$ cat src/rtl/count_register.sv
// Loadable up-counter: synchronous reset, parallel load, count enable.
// Priority per edge: rst > load > en > hold; wraps modulo 2^D_WIDTH.
module count_register #(
  parameter int unsigned D_WIDTH = 16,
  parameter int unsigned RST_VAL = 0
) (
  input  logic               clk,
  input  logic               rst,
  input  logic               en,
  input  logic               load,
  input  logic [D_WIDTH-1:0] count_load,
  output logic [D_WIDTH-1:0] count,
  output logic               tc
);

  localparam logic [D_WIDTH-1:0] RST_V = D_WIDTH'(RST_VAL);

  // Declaration initialiser gives simulation a known value before any reset.
  logic [D_WIDTH-1:0] count_q = RST_V;
  logic [D_WIDTH-1:0] count_d;

  // Conditional operators so an X on rst/load/en reaches count unmasked.
  always_comb begin
    count_d = count_q;
    count_d = rst  ? RST_V      :
              load ? count_load :
              en   ? count_q + 1'b1 :
                     count_q;
  end

  always_ff @(posedge clk) begin
    count_q <= count_d;
  end

  assign count = count_q;
  assign tc    = &count_q;

endmodule

$ cat config.mk
export PLATFORM = sky130hd
export DESIGN_NAME = count_register
export DESIGN_NICKNAME = d
export VERILOG_FILES = /design/src/rtl/count_register.sv
export SDC_FILE = /design/constraint.sdc
export NUM_CORES = 1
export LEC_CHECK = 0
export ABC_AREA = 1
export BUFFER_PORTS_ARGS = -buffer_cell sky130_fd_sc_hd__buf_4
export CELL_PAD_IN_SITES_DETAIL_PLACEMENT = 1
export CELL_PAD_IN_SITES_GLOBAL_PLACEMENT = 2
export CORE_ASPECT_RATIO = 2
export CORE_MARGIN = 2
export CORE_UTILIZATION = 25
export CTS_CLUSTER_DIAMETER = 100
export DETAILED_ROUTE_END_ITERATION = 7
export GPL_ROUTABILITY_DRIVEN = 0
export PLACE_DENSITY_LB_ADDON = 0.1
export SLEW_MARGIN = 25
export SYNTH_ARGS = -nofsm -noshare
export SYNTH_HDL_FRONTEND = slang
export SYNTH_SLANG_ARGS = --single-unit
$ cat constraint.sdc
create_clock -name clk -period 1.4 [get_ports clk]
set_input_delay 0 -clock clk [delete_from_list [all_inputs] [get_ports clk]]
set_output_delay 0 -clock clk [all_outputs]
set_load 0.05 [all_outputs]
==> impl_metrics.env <==
export IMPL_status="finished with violations"
export IMPL_failed_checks="negative setup slack"
export IMPL_timing_hold_ws_ps=23.6
export IMPL_p_switching_w=0.000435
export IMPL_grt_pass1_wl_um=5930
export IMPL_syn_inst=148
export IMPL_io_buffers=36
export IMPL_final_area_sq_um=1570
export IMPL_drv_slew=0
export IMPL_grt_ovfl_total=0
export IMPL_critPathMaxFanout=2
export IMPL_antenna_found_initial=0
export IMPL_hold_viol=0
export IMPL_period_share_pct=103
export IMPL_grt_setup_unrepaired="true"
export IMPL_coreArea_sq_um=3880
export IMPL_grt_pass1_vias=1245
export IMPL_max_slew_margin_pct=72.3
export IMPL_leakage_nw=0.672
export IMPL_holdPathStages=3
export IMPL_worstMarginPinSlew_ps=415
export IMPL_cp_top_family="simple AND/OR/NAND/NOR gates"
export IMPL_dp_slack_ps=91.2
export IMPL_wl_per_cell_um=15.0
export IMPL_postPlaceCellArea_sq_um=1410
export IMPL_synth_ff_type="dfxtp_1"
export IMPL_min_from="count_load[7]"
export IMPL_multi_input_area_sq_um=681
export IMPL_seqCellArea_sq_um=358
export IMPL_antenna_left=0
export IMPL_cp_arrival_ps=1440
export IMPL_crit_chain="ha_4, nand3_4, inv_4, nand4_1, nor3_4, buf_6"
export IMPL_fp_dieH_um=94.0
export IMPL_period_needed_ps=1440
export IMPL_synth_common_cells="nand2_1 (26), inv_1 (18), nand3_1 (17), dfxtp_1 (16), a21oi_1 (13)"
export IMPL_synth_seq_cells=16
export IMPL_nets=214
export IMPL_yosysUniqueCellTypes=24
export IMPL_clk_pin_slew_ps=80
export IMPL_drive_gt1_share_pct=43.8
export IMPL_syn_num_nets=169
export IMPL_dieArea_sq_um=4610
export IMPL_vdd_ir_drop_max_mv=0.407
export IMPL_grt_util_all_layers_pct=16.6
export IMPL_dp_hpwl_um=2790
export IMPL_reg2reg_depth=8
export IMPL_synth_area_leader_cell="dfxtp_1"
export IMPL_cp_slowest_cell="dfxtp_4"
export IMPL_grt_start_max_net_pins=16
export IMPL_ys_seq_area_share_pct=31.6
export IMPL_power_share_clock_pct=33.9
export IMPL_setup_violations_final=1
export IMPL_power_density_nw_per_um2=825
export IMPL_vias=1209
export IMPL_yosysMostFrequentCell="nand2_1"
export IMPL_timing_final_ws_setup_ps=-35.3
export IMPL_largest_register_ffs=16
export IMPL_clock_skew_ps=9.44
export IMPL_cap_violations=0
export IMPL_combPwrFrac_pct=25.3
export IMPL_via_per_inst=4.98
export IMPL_cts_sinks=16
export IMPL_cp_start_kind="flip-flop"
export IMPL_synth_area_sq_um=1010
export IMPL_crit_type="flip-flop to output pin"
export IMPL_clockBufferDepth=2
export IMPL_crit_path_end_kind="output pin"
export IMPL_drtPass1Iterations=4
export IMPL_rows=32
export IMPL_synth_area_per_cell_sq_um=6.85
export IMPL_drt_iter0_drc=9
export IMPL_drc=0
export IMPL_clk_latency_ps=260
export IMPL_synth_warnings=0
export IMPL_cts_root_buffer="clkbuf_8"
export IMPL_htreeDepth=1
export IMPL_worst_hold_path_type="primary input to flip-flop"
export IMPL_n_antenna_cell=0
export IMPL_switching_share_pct=33.6
export IMPL_cp_num_buf_inv=2
export IMPL_p_seq_share_pct=40.8
export IMPL_reg2reg_to="count[14]$_SDFFE_PP0P_"
export IMPL_r2r_setup_slack_ps=70
export IMPL_syn2layout_area_growth_pct=54.9
export IMPL_r2r_start="count[0]$_SDFFE_PP0P_"
export IMPL_ioPinCount=37
export IMPL_holdPathEnd="count[7]$_SDFFE_PP0P_"
export IMPL_fillers=524
export IMPL_fmax_mhz=697
export IMPL_required_ps=1400
export IMPL_initial_core_util_pct=26.1
export IMPL_cts_tree="built"
export IMPL_ys_top_cells_by_area="dfxtp_1 (32%), nand2_1 (9.6%), nand3_1 (8.4%)"
export IMPL_totalWireLength_um=3650
export IMPL_cellInternalPower_w=0.000860
export IMPL_yosysTopAreaCellShare_pct=31.6
export IMPL_die_w_um=49.0
export IMPL_cpPeakStageDelay_ps=360
export IMPL_synthArstFlopShare_pct=0
export IMPL_cts_buffers=3
export IMPL_synth_edf_count=0
==> worst max path at each step <==
| stage | startpoint | end | slack [ps] | depth (start not counted) |
|---|---|---|---|---|
| after CTS | count[1]$_SDFFE_PP0P_ | tc | -50 | 6 |
| final | count[0]$_SDFFE_PP0P_ | tc | -40 | 6 |
| after floorplan | count[1]$_SDFFE_PP0P_ | tc | -60 | 5 |
| after detailed placement | count[1]$_SDFFE_PP0P_ | tc | 90 | 6 |
| after global placement | count[1]$_SDFFE_PP0P_ | tc | 120 | 6 |
| after global routing | count[0]$_SDFFE_PP0P_ | tc | -140 | 6 |
==> cells in the final DEF, fill, tap and decap left out, types with 3 or more instances in the layout <==
| cell type | n |
|---|---|
| nand3_1 | 13 |
| clkbuf_8 | 4 |
| dfxtp_2 | 6 |
| nor2_4 | 4 |
| xor2_1 | 3 |
| xnor2_1 | 3 |
| nor2_2 | 4 |
| nand4_1 | 3 |
| nand3_2 | 3 |
| buf_4 | 40 |
| o21ai_0 | 6 |
| dfxtp_4 | 8 |
| nand2_1 | 24 |
| nor2_1 | 7 |
| a21oi_1 | 12 |
| inv_1 | 17 |
| a22oi_1 | 10 |
| nand2_2 | 7 |
==> cell families (layout without fill, tap and decap cells) <==
family          Yosys count  in the layout  share of synthesized area [%]
compound gates           34             34                           20.6
buf+inv                  22             66                           8.64
simple gates             69             69                           32.7
flops                    16             16                           31.6
fa+ha+maj                 1              1                           1.23
xor+xnor                  6              6                           5.19
==> power groups by stage <==
stage	Combinational (W)	Clock, W	Sequential [W]
finish	0.000328	0.000439	0.000528
global route	0.000354	0.000482	0.000533
CTS	0.000327	0.000451	0.000530
detailed placement	0.000312	0	0.000543
global placement	0.000309	0	0.000540
floorplan	0.0000946	0	0.000631
==> layer usage <==
metal / global-route usage, % / up-vias / part of all wire [%]
li1: - / 583 / -
met1: 16.1 / 598 / 35
met2: 34.4 / 23 / 61
met3: 1.75 / 5 / 2.3
met4: 6.43 / 0 / 1.6
met5: 0 / - / 0
==> layout make-up <==
class                           count  area share (%)
Clock buffer                        4            3.51
Inverter                           18            4.46
Timing Repair Buffer               44            21.8
Multi-Input combinational cell    110            43.3
Tap cell                           51            4.06
Sequential cell                    16            22.8
==> worst register-to-register path, cell delays in order (launching register included) <==
cell and delay, ps:
dfxtp_4 360, ha_4 150, nand3_4 90, buf_6 140, nor2_4 150, nand3_2 80, nand2_2 70, nand3_2 70
a21oi_2 150
==> metrics by stage <==
| stage | setup TNS, ps | util [%] | cells | power, W |
|---|---|---|---|---|
| floorplan | -57.4 | - | 148 | 0.000726 |
| global placement | 0 | 36.3 | 233 | 0.000850 |
| detailed placement | 0 | 36.3 | 233 | 0.000855 |
| CTS | -51.2 | 39.3 | 243 | 0.00131 |
| global route | -151 | 40.4 | 243 | 0.00137 |
| finish | -35.3 | 40.4 | 243 | 0.00130 |
==> timing repair <==
| action | 4_1_cts | 5_1_grt |
|---|---|---|
| buffers inserted | 4 | 0 |
| setup endpoints to repair | 1 | 7 |
| gates resized for setup | 3 | 12 |
| hold endpoints to repair | 6 | 0 |
| pin swaps | 3 | 5 |
| hold buffers | 2 | 0 |
Power figures use the tool's default switching activity.
